<file path="config.mk">
export PLATFORM = sky130hd
export DESIGN_NAME = display_output
export DESIGN_NICKNAME = d
export VERILOG_FILES = /design/src/rtl/display_output.sv
export SDC_FILE = /design/constraint.sdc
export NUM_CORES = 1
export LEC_CHECK = 0
export BUFFER_PORTS_ARGS = -buffer_cell sky130_fd_sc_hd__buf_2
export CAP_MARGIN = 30
export CELL_PAD_IN_SITES_DETAIL_PLACEMENT = 1
export CELL_PAD_IN_SITES_GLOBAL_PLACEMENT = 1
export CORE_ASPECT_RATIO = 0.8
export CORE_MARGIN = 2
export CORE_UTILIZATION = 30
export DETAILED_ROUTE_END_ITERATION = 7
export PLACE_DENSITY = 0.59
export SLEW_MARGIN = 25
export SYNTH_ARGS = -nofsm -noshare
export SYNTH_HDL_FRONTEND = slang
export SYNTH_SLANG_ARGS = --single-unit
</file>
<file path="constraint.sdc">
create_clock -name clk -period 6.6 [get_ports clk]
set_input_delay 1.32 -clock clk [delete_from_list [all_inputs] [get_ports clk]]
set_output_delay 1.32 -clock clk [all_outputs]
set_load 0.02 [all_outputs]
</file>
<file path="src/rtl/display_output.sv">
// display_output: drives the EGO1 8-digit multiplexed 7-segment display and
// the 8 status LEDs from the hood's power, fan level, clock, countdown and
// gesture-window state. Two digits are lit per scan step (digit s and s+4).
// All board outputs come straight from registers, so the enables and both
// segment buses always change on the same edge.
module display_output #(
  parameter int CLK_FREQ = 100_000_000,
  parameter int SCAN_HZ  = 1000,
  parameter int BLINK_HZ = 2
) (
  input  logic       clk,
  input  logic       reset,
  input  logic       power_on,
  input  logic [1:0] mode,
  input  logic [4:0] hours,
  input  logic [5:0] minutes,
  input  logic [5:0] seconds,
  input  logic [6:0] countdown,
  input  logic       gesture_armed,
  output logic [7:0] seg_en,
  output logic [7:0] seg_a,
  output logic [7:0] seg_b,
  output logic [7:0] led
);

  localparam int SCAN_DIV  = CLK_FREQ / SCAN_HZ;
  localparam int BLINK_DIV = CLK_FREQ / (2 * BLINK_HZ);
  localparam int SCAN_W    = (SCAN_DIV > 1) ? $clog2(SCAN_DIV) : 1;
  localparam int BLINK_W   = (BLINK_DIV > 1) ? $clog2(BLINK_DIV) : 1;

  localparam logic [7:0] SEG_E     = 8'h9E;
  localparam logic [7:0] SEG_BLANK = 8'h00;

  // Segment pattern {a,b,c,d,e,f,g,dp} for a decimal digit.
  function automatic logic [7:0] seg7(input logic [3:0] d);
    case (d)
      4'd0:    return 8'hFC;
      4'd1:    return 8'h60;
      4'd2:    return 8'hDA;
      4'd3:    return 8'hF2;
      4'd4:    return 8'h66;
      4'd5:    return 8'hB6;
      4'd6:    return 8'hBE;
      4'd7:    return 8'hE0;
      4'd8:    return 8'hFE;
      4'd9:    return 8'hF6;
      default: return SEG_BLANK;
    endcase
  endfunction

  // Two-digit field {tens_code, ones_code}; an out-of-range field shows "EE".
  function automatic logic [15:0] field2(input logic [6:0] v, input logic bad);
    logic [6:0] t;
    logic [6:0] o;
    t = v / 7'd10;
    o = v % 7'd10;
    if (bad) return {SEG_E, SEG_E};
    return {seg7(t[3:0]), seg7(o[3:0])};
  endfunction

  logic [SCAN_W-1:0]  scan_cnt_q,  scan_cnt_d;
  logic [1:0]         scan_idx_q,  scan_idx_d;
  logic [BLINK_W-1:0] blink_cnt_q, blink_cnt_d;
  logic               phase_q,     phase_d;
  logic               power_q;
  logic               armed_q;
  logic [7:0]         seg_en_q, seg_en_d;
  logic [7:0]         seg_a_q,  seg_a_d;
  logic [7:0]         seg_b_q,  seg_b_d;
  logic [7:0]         led_q,    led_d;

  logic power_rise;
  logic armed_rise;
  logic scan_tc;

  assign power_rise = power_on & ~power_q;
  assign armed_rise = gesture_armed & ~armed_q;
  assign scan_tc    = (scan_cnt_q == SCAN_W'(SCAN_DIV - 1));

  // Scan prescaler/index and blink phase; a power-on edge restarts the scan at
  // pair 0 even when it lands on a prescaler terminal count.
  always_comb begin
    scan_cnt_d  = scan_tc ? '0 : scan_cnt_q + SCAN_W'(1);
    scan_idx_d  = scan_idx_q;
    blink_cnt_d = blink_cnt_q;
    phase_d     = phase_q;
    if (power_rise)   scan_idx_d = 2'd0;
    else if (scan_tc) scan_idx_d = scan_idx_q + 2'd1;
    if (!gesture_armed || armed_rise) begin
      blink_cnt_d = '0;
      phase_d     = 1'b1;
    end else if (blink_cnt_q == BLINK_W'(BLINK_DIV - 1)) begin
      blink_cnt_d = '0;
      phase_d     = ~phase_q;
    end else begin
      blink_cnt_d = blink_cnt_q + BLINK_W'(1);
    end
    if (power_rise) phase_d = 1'b1;
  end

  // Next output register contents: the digit pair for the current scan step
  // and the LED pattern, all forced dark while power is off.
  always_comb begin
    logic [1:0]  s_view;
    logic [15:0] h_f, m_f, s_f;
    logic [6:0]  cd_v;
    logic [15:0] cd_f;
    logic [7:0]  dig1, dig0;

    s_view = power_rise ? 2'd0 : scan_idx_q;
    h_f    = field2({2'b00, hours}, hours >= 5'd24);
    m_f    = field2({1'b0, minutes}, minutes >= 6'd60);
    s_f    = field2({1'b0, seconds}, seconds >= 6'd60);
    cd_v   = (countdown >= 7'd99) ? 7'd99 : countdown;
    cd_f   = field2(cd_v, 1'b0);

    if (countdown != 7'd0) begin
      dig1 = phase_d ? cd_f[15:8] : SEG_BLANK;
      dig0 = phase_d ? cd_f[7:0]  : SEG_BLANK;
    end else begin
      dig1 = phase_d ? seg7({2'b00, mode}) : SEG_BLANK;
      dig0 = SEG_BLANK;
    end

    seg_en_d = 8'h11 << s_view;
    seg_a_d  = SEG_BLANK;
    seg_b_d  = SEG_BLANK;
    case (s_view)
      2'd3: begin seg_b_d = h_f[15:8];         seg_a_d = s_f[15:8]; end
      2'd2: begin seg_b_d = h_f[7:0] | 8'h01;  seg_a_d = s_f[7:0];  end
      2'd1: begin seg_b_d = m_f[15:8];         seg_a_d = dig1;      end
      default: begin seg_b_d = m_f[7:0] | 8'h01; seg_a_d = dig0;    end
    endcase

    led_d = {gesture_armed & phase_d, countdown != 7'd0, 2'b00,
             mode == 2'd3, mode == 2'd2, mode == 2'd1, power_on};

    if (!power_on) begin
      seg_en_d = 8'h00;
      seg_a_d  = 8'h00;
      seg_b_d  = 8'h00;
      led_d    = 8'h00;
    end
  end

  // State and output registers with synchronous reset.
  always_ff @(posedge clk) begin
    if (reset) begin
      scan_cnt_q  <= '0;
      scan_idx_q  <= 2'd0;
      blink_cnt_q <= '0;
      phase_q     <= 1'b1;
      power_q     <= 1'b0;
      armed_q     <= 1'b0;
      seg_en_q    <= 8'h00;
      seg_a_q     <= 8'h00;
      seg_b_q     <= 8'h00;
      led_q       <= 8'h00;
    end else begin
      scan_cnt_q  <= scan_cnt_d;
      scan_idx_q  <= scan_idx_d;
      blink_cnt_q <= blink_cnt_d;
      phase_q     <= phase_d;
      power_q     <= power_on;
      armed_q     <= gesture_armed;
      seg_en_q    <= seg_en_d;
      seg_a_q     <= seg_a_d;
      seg_b_q     <= seg_b_d;
      led_q       <= led_d;
    end
  end

  assign seg_en = seg_en_q;
  assign seg_a  = seg_a_q;
  assign seg_b  = seg_b_q;
  assign led    = led_q;

endmodule
</file>
==> results of run 1 <==
-- where the power goes --
group | total [uW] | internal [uW] | switching (uW) | leakage, uW
Combinational | 431 | 159 | 272 | 0.00203
Clock | 471 | 289 | 182 | 0.000145
Sequential | 449 | 443 | 5.60 | 0.000576
Total | 1350 | 891 | 460 | 0.00276
-- layer usage --
metal,up-vias,global-route usage,part of all wire
li1,2797,-,-
met5,-,0,0
met3,11,0.0283,0.038
met1,2660,0.230,0.49
met2,82,0.268,0.46
met4,0,0.0390,0.0089
-- synth_stat cells (all sizes together) (4+ instances only) --
library cell  number
nor2              85
dfxtp             71
nand2             66
a21oi             50
ha                49
o21ai             41
inv               40
nand3             34
xor2              28
nor3              24
buf               23
xnor2             19
a31oi             17
clkbuf            16
mux2i             14
nand4             11
and3              10
nand2b            10
o211ai            10
o22ai             10
a211oi             9
a21boi             9
mux2               8
or3                8
nor2b              7
o221ai             7
and2               6
nor4               6
nor4b              6
or2                6
a21o               5
o21bai             5
nand3b             4
nor3b              4
or3b               4
-- final cells by class --
class / instances / area, um2 / area share
Multi-Input combinational cell: 615 / 4180 / 0.624
Antenna cell: 1 / 2.50 / 0.000374
Inverter: 40 / 150 / 0.0224
Timing Repair Buffer: 62 / 324 / 0.0484
Tap cell: 264 / 330 / 0.0493
Clock buffer: 9 / 225 / 0.0336
Sequential cell: 71 / 1420 / 0.212
Clock inverter: 6 / 62.6 / 0.00935
-- registers in the layout, summed over array words and instances (netlist names) --
| name | flops |
|---|---|
| scan_idx_q | 2 |
| led | 5 |
| seg_b | 8 |
| blink_cnt_q | 25 |
| scan_cnt_q | 17 |
| power_q | 1 |
| phase_q | 1 |
| seg_en | 4 |
| armed_q | 1 |
| seg_a | 7 |
-- through the flow --
step,std cells,total power [uW]
floorplan,765,781
global placement,1051,874
detailed placement,1051,888
CTS,1066,1370
global route,1067,1440
finish,1068,1350
-- logic make-up after synthesis --
family | after synthesis | share of synthesized area
simple gates | 300 | 0.259
compound gates | 194 | 0.227
buf+inv | 79 | 0.0625
flops | 71 | 0.238
fa+ha+maj | 49 | 0.103
xor+xnor | 47 | 0.0703
mux | 22 | 0.0392
other cells | 1 | 0.000629
-- critical path: stages --
cell      delay [ns]
buf_2           0.21
inv_1           0.10
a21oi_1         0.16
ha_1            0.24
o21ai_1         0.21
a21oi_2         0.30
inv_2           0.10
ha_1            0.32
mux2i_1         0.07
or2_2           0.29
a32oi_2         0.34
o21ai_0         0.16
o31ai_2         0.14
ha_1            0.32
nand2_1         0.10
or3_1           0.34
nand4_2         0.18
nand2_2         0.11
inv_2           0.14
xnor2_1         0.18
ha_1            0.22
nand4b_1        0.16
nor3_1          0.09
nor4b_2         0.31
o22ai_1         0.12
-- how the worst max path moves through the flow --
stage / startpoint / end / slack [ns] / depth (start not counted)
final: countdown[4] / seg_a[1] / 0.55 / 25
after global routing: countdown[4] / seg_a[3] / 0.03 / 25
after CTS: countdown[4] / seg_a[1] / 0.55 / 25
after detailed placement: countdown[4] / seg_a[1] / 0.22 / 25
after global placement: countdown[4] / seg_a[3] / 0.49 / 25
after floorplan: countdown[6] / seg_a[3] / 0.84 / 26
==> flow_metrics.tcl, run 1 <==
set metrics [dict create \
    cp-start-kind "primary input" \
    hold_violations 0 \
    design_area_um2 6690 \
    syn_area_um2 5960 \
    hold_ws_ns 0.450 \
    postCtsSetupBuffers 0 \
    ys_ff_latch 71 \
    die_h_um 130 \
    worstSetupPathType "in -> reg" \
    p_per_area_nw_per_um2 202 \
    leakagePower_uw 0.00276 \
    clock_latency_ns 0.33 \
    grt_max_degree 26 \
    cts_max_level 3 \
    cts_buffers 9 \
    first_pass_iters 4 \
    synth_edf_count 0 \
    yosysWarnings 0 \
    outcome "finished, final reports clean" \
    die-width_um 162 \
    critPathCaptureType "flop" \
    fin_ws_ns 0.552 \
    vdd_drop_max_mv 0.134 \
    core_area_um2 19700 \
    grt_overflow 0 \
    synth_largest_area_cell "dfxtp_1" \
    cts_root_buf "clkbuf_16" \
    num-nets-final 878 \
    clkTransAtPathRegs_ns 0.06 \
    synthCells 763 \
    dpl_worst_slack_ns 0.216 \
    ff2ff_path_depth 8 \
    dieArea_um2 21000 \
    vias 5550 \
    drt_iter0_markers 354 \
    synthDistinctLibCells 91 \
    skew_ns 0.00311 \
    syn_to_final_growth_pct 12.2 \
    drc 0 \
    wl_um 16800 \
    worstMarginPinSlew_ns 0.890 \
    antenna_found_initial 0 \
    cp.arrival_ns 6.23 \
    min_period_ns 6.05 \
    synth_top_area_share 0.238 \
    hpwl_um 13400 \
    hp-class "reg -> reg" \
    ys_seq_area_frac 0.238 \
    hold_end "scan_cnt_q[0]" \
    grt_util_all_layers 0.165 \
    ys.flop_type "dfxtp_1" \
    maxSlewViolCount 0 \
    nFillCells 2429 \
    synthArstFlopShare 0 \
    cts_tree "built" \
    final_layout_size_suffix_gt1_frac 0.157 \
    clock_sinks 71 \
    synthTopCellsByArea "dfxtp_1, ha_1, nor2_1" \
    post-route-util 0.340 \
    hold_path_startpoint "scan_cnt_q[0]" \
    ios 62 \
    finalCritPeriodShare 0.916 \
    critical_path_required_ns 6.78 \
    avgRoutedWirePerCell_um 15.8 \
    start_util 0.303 \
    r2r-start "blink_cnt_q[0]" \
    slew_headroom 0.406 \
    r2r_end "seg_a[2]" \
    clk_path_buf_depth 2 \
    layout_commonest_cell "nor2_1" \
    fin_tns_setup_ns 0 \
    cts_resized 0 \
    holdPathStages 1 \
    cp_max_fo 13 \
    ant_nets 0 \
    grt_pass1_vias 5418 \
    place_area_um2 6390 \
    syn_area_per_cell_um2 7.82 \
    rows 46 \
    gp_congestion 0.885 \
    rsz0062_at_grt "no" \
    viasPerCell 5.20 \
    grt_pass1_wl_um 28200 \
    maxCapViolations 0 \
    finalSetupViolations 0 \
    fmax_mhz 165 \
    mostFrequentLayoutCells "nor2_1, dfxtp_1, nand2_1, buf_2" \
    reg2reg_slack_ns 4.04 \
    ctsHoldBuffers 0 \
    portBuffers 58 \
]
Power figures use the tool's default switching activity.
==> run 2: changes to the inputs <==
- BUFFER_PORTS_ARGS: -buffer_cell sky130_fd_sc_hd__buf_2 -> -buffer_cell sky130_fd_sc_hd__buf_4
- CORE_MARGIN: 2 -> 3
==> run 2 against run 1 <==
  * Count of clock-buffer cells in the layout rose by 3
  * Die area rose by 2.8%
  * Via count rose by 1.1%
  * First-iteration DRC count fell by 0.56%
  * Fmax fell by 0.81%
  * Clock power rose by 8.3%
  * Non-clock buffer count fell by 3
  * Critical endpoint is now seg_a[3]
  * Sequential power barely moved
  * Power rose by 4.1%
  * Cell count fell by 0.94%
==> flow_metrics.tcl, run 2 (synthesis results as in run 1) <==
set metrics [dict create \
    layout_commonest_cell "nor2_1" \
    largest_register_ffs 25 \
    cts_buffers 9 \
    maxCapViolations 0 \
    portBuffers 58 \
    r2r-start "blink_cnt_q[18]" \
    cp-start-kind "primary input" \
    dieArea_um2 21600 \
    critPathCaptureType "flop" \
    ios 62 \
    crit_top_cell "ha_1" \
    slowest_delay_ns 0.34 \
    rsz0062_at_grt "no" \
    clkTransAtPathRegs_ns 0.06 \
    maxSlewViolCount 0 \
    clk_path_buf_depth 2 \
    hpwl_um 13800 \
    antenna_found_initial 0 \
    fmax_mhz 164 \
    grt_util_all_layers 0.163 \
    multi_input_area_um2 4180 \
    postCtsSetupBuffers 0 \
    outcome "finished, final reports clean" \
    ff2ff_path_depth 8 \
    final_layout_size_suffix_gt1_frac 0.151 \
    top_register "blink_cnt_q" \
    hold_path_startpoint "scan_cnt_q[0]" \
    syn_to_final_growth_pct 14.5 \
    mostFrequentLayoutCells "nor2_1, dfxtp_1, nand2_1, buf_4, a21oi_1" \
    critPathTopFamily "compound AO/OA/AOI/OAI gates" \
    clock_latency_ns 0.34 \
    fin_tns_setup_ns 0 \
    clock_sinks 71 \
    drt_iter0_markers 352 \
    cp_max_fo 13 \
    grt_pass1_vias 5718 \
    die_h_um 132 \
    start_util 0.310 \
    crit_slowest_cell "ha_1" \
    holdPathStages 1 \
    grt_max_degree 26 \
    ctsHoldBuffers 0 \
    design_area_um2 6830 \
    grt_pass1_wl_um 29100 \
    first_pass_iters 4 \
    reg2reg_slack_ns 3.97 \
    p_per_area_nw_per_um2 206 \
    core_area_um2 19300 \
    die-width_um 164 \
    vias 5609 \
    num-nets-final 875 \
    critical_path_required_ns 6.79 \
    cts_max_level 3 \
    finalCritPeriodShare 0.924 \
    rows 45 \
    drc 0 \
    grt_overflow 0 \
    slew_headroom 0.412 \
    min_period_ns 6.10 \
    cts_tree "built" \
    cts_root_buf "clkbuf_16" \
    worstMarginPinSlew_ns 0.882 \
    cp.arrival_ns 6.29 \
    worstSetupPathType "in -> reg" \
    avgRoutedWirePerCell_um 16.6 \
    hold_end "scan_cnt_q[0]" \
    vdd_drop_max_mv 0.103 \
    wl_um 17600 \
    place_area_um2 6510 \
    diodes 0 \
    path_buf_inv 5 \
    finalSetupViolations 0 \
    gp_congestion 0.852 \
    seq_area_um2 1420 \
    skew_ns 0.00690 \
    hold_violations 0 \
    hp-class "reg -> reg" \
    leakagePower_uw 0.00277 \
    nFillCells 2360 \
    viasPerCell 5.30 \
    r2r_end "seg_a[5]" \
    ant_nets 0 \
]
==> run 2: worst max path at each step <==
| stage | cells after the start | slack (ns) | startpoint | end |
|---|---|---|---|---|
| final | 25 | 0.50 | countdown[4] | seg_a[3] |
| after global routing | 24 | 0.07 | countdown[4] | seg_a[3] |
| after CTS | 24 | 0.45 | countdown[5] | seg_a[3] |
| after detailed placement | 25 | 0.08 | countdown[4] | seg_a[3] |
| after global placement | 24 | 0.38 | countdown[5] | seg_a[3] |
| after floorplan | 26 | 0.84 | countdown[6] | seg_a[3] |
==> run 2: report_power, final <==
part           switching (uW)  internal (uW)  total [uW]  leakage [uW]
sequential               7.06            443         451      0.000576
clock                     180            330         510      0.000147
combinational             276            170         446       0.00205
==> run 2: per-layer routing <==
layer	share of wire	global-route usage	up-vias
li1	-	-	2790
met1	0.48	0.221	2707
met2	0.47	0.268	93
met3	0.031	0.0223	19
met4	0.016	0.0488	0
met5	0	0	-
==> run 2: area by class of cell <==
type	instances	share of cell area
clock buffer	12	0.0346
clock inverter	3	0.0101
inverter	40	0.0220
multi-input combinational	615	0.612
sequential	71	0.208
tap	258	0.0473
timing repair buffer	59	0.0654
==> run 2: worst reg2reg max path: cells and delay by family, from the launching register on <==
kind	cells	cell delay (ns)
simple gates	5	1.51
xor+xnor	1	0.12
compound gates	2	0.49
flops	1	0.40
==> run 2: stage by stage <==
step / worst slack (ns) / hold WS, ns / power (uW) / utilization / instances
floorplan: 0.838 / 0.418 / 781 / - / 765
global placement: 0.380 / 0.432 / 889 / 0.338 / 1042
detailed placement: 0.0793 / 0.448 / 901 / 0.338 / 1042
CTS: 0.448 / 0.456 / 1420 / 0.354 / 1057
global route: 0.0696 / 0.467 / 1490 / 0.355 / 1058
finish: 0.502 / 0.454 / 1410 / 0.355 / 1058
==> run 2: repair_timing <==
action	in CTS	in global routing
gates resized for setup	0	2
hold endpoints to repair	0	0
setup endpoints to repair	0	3
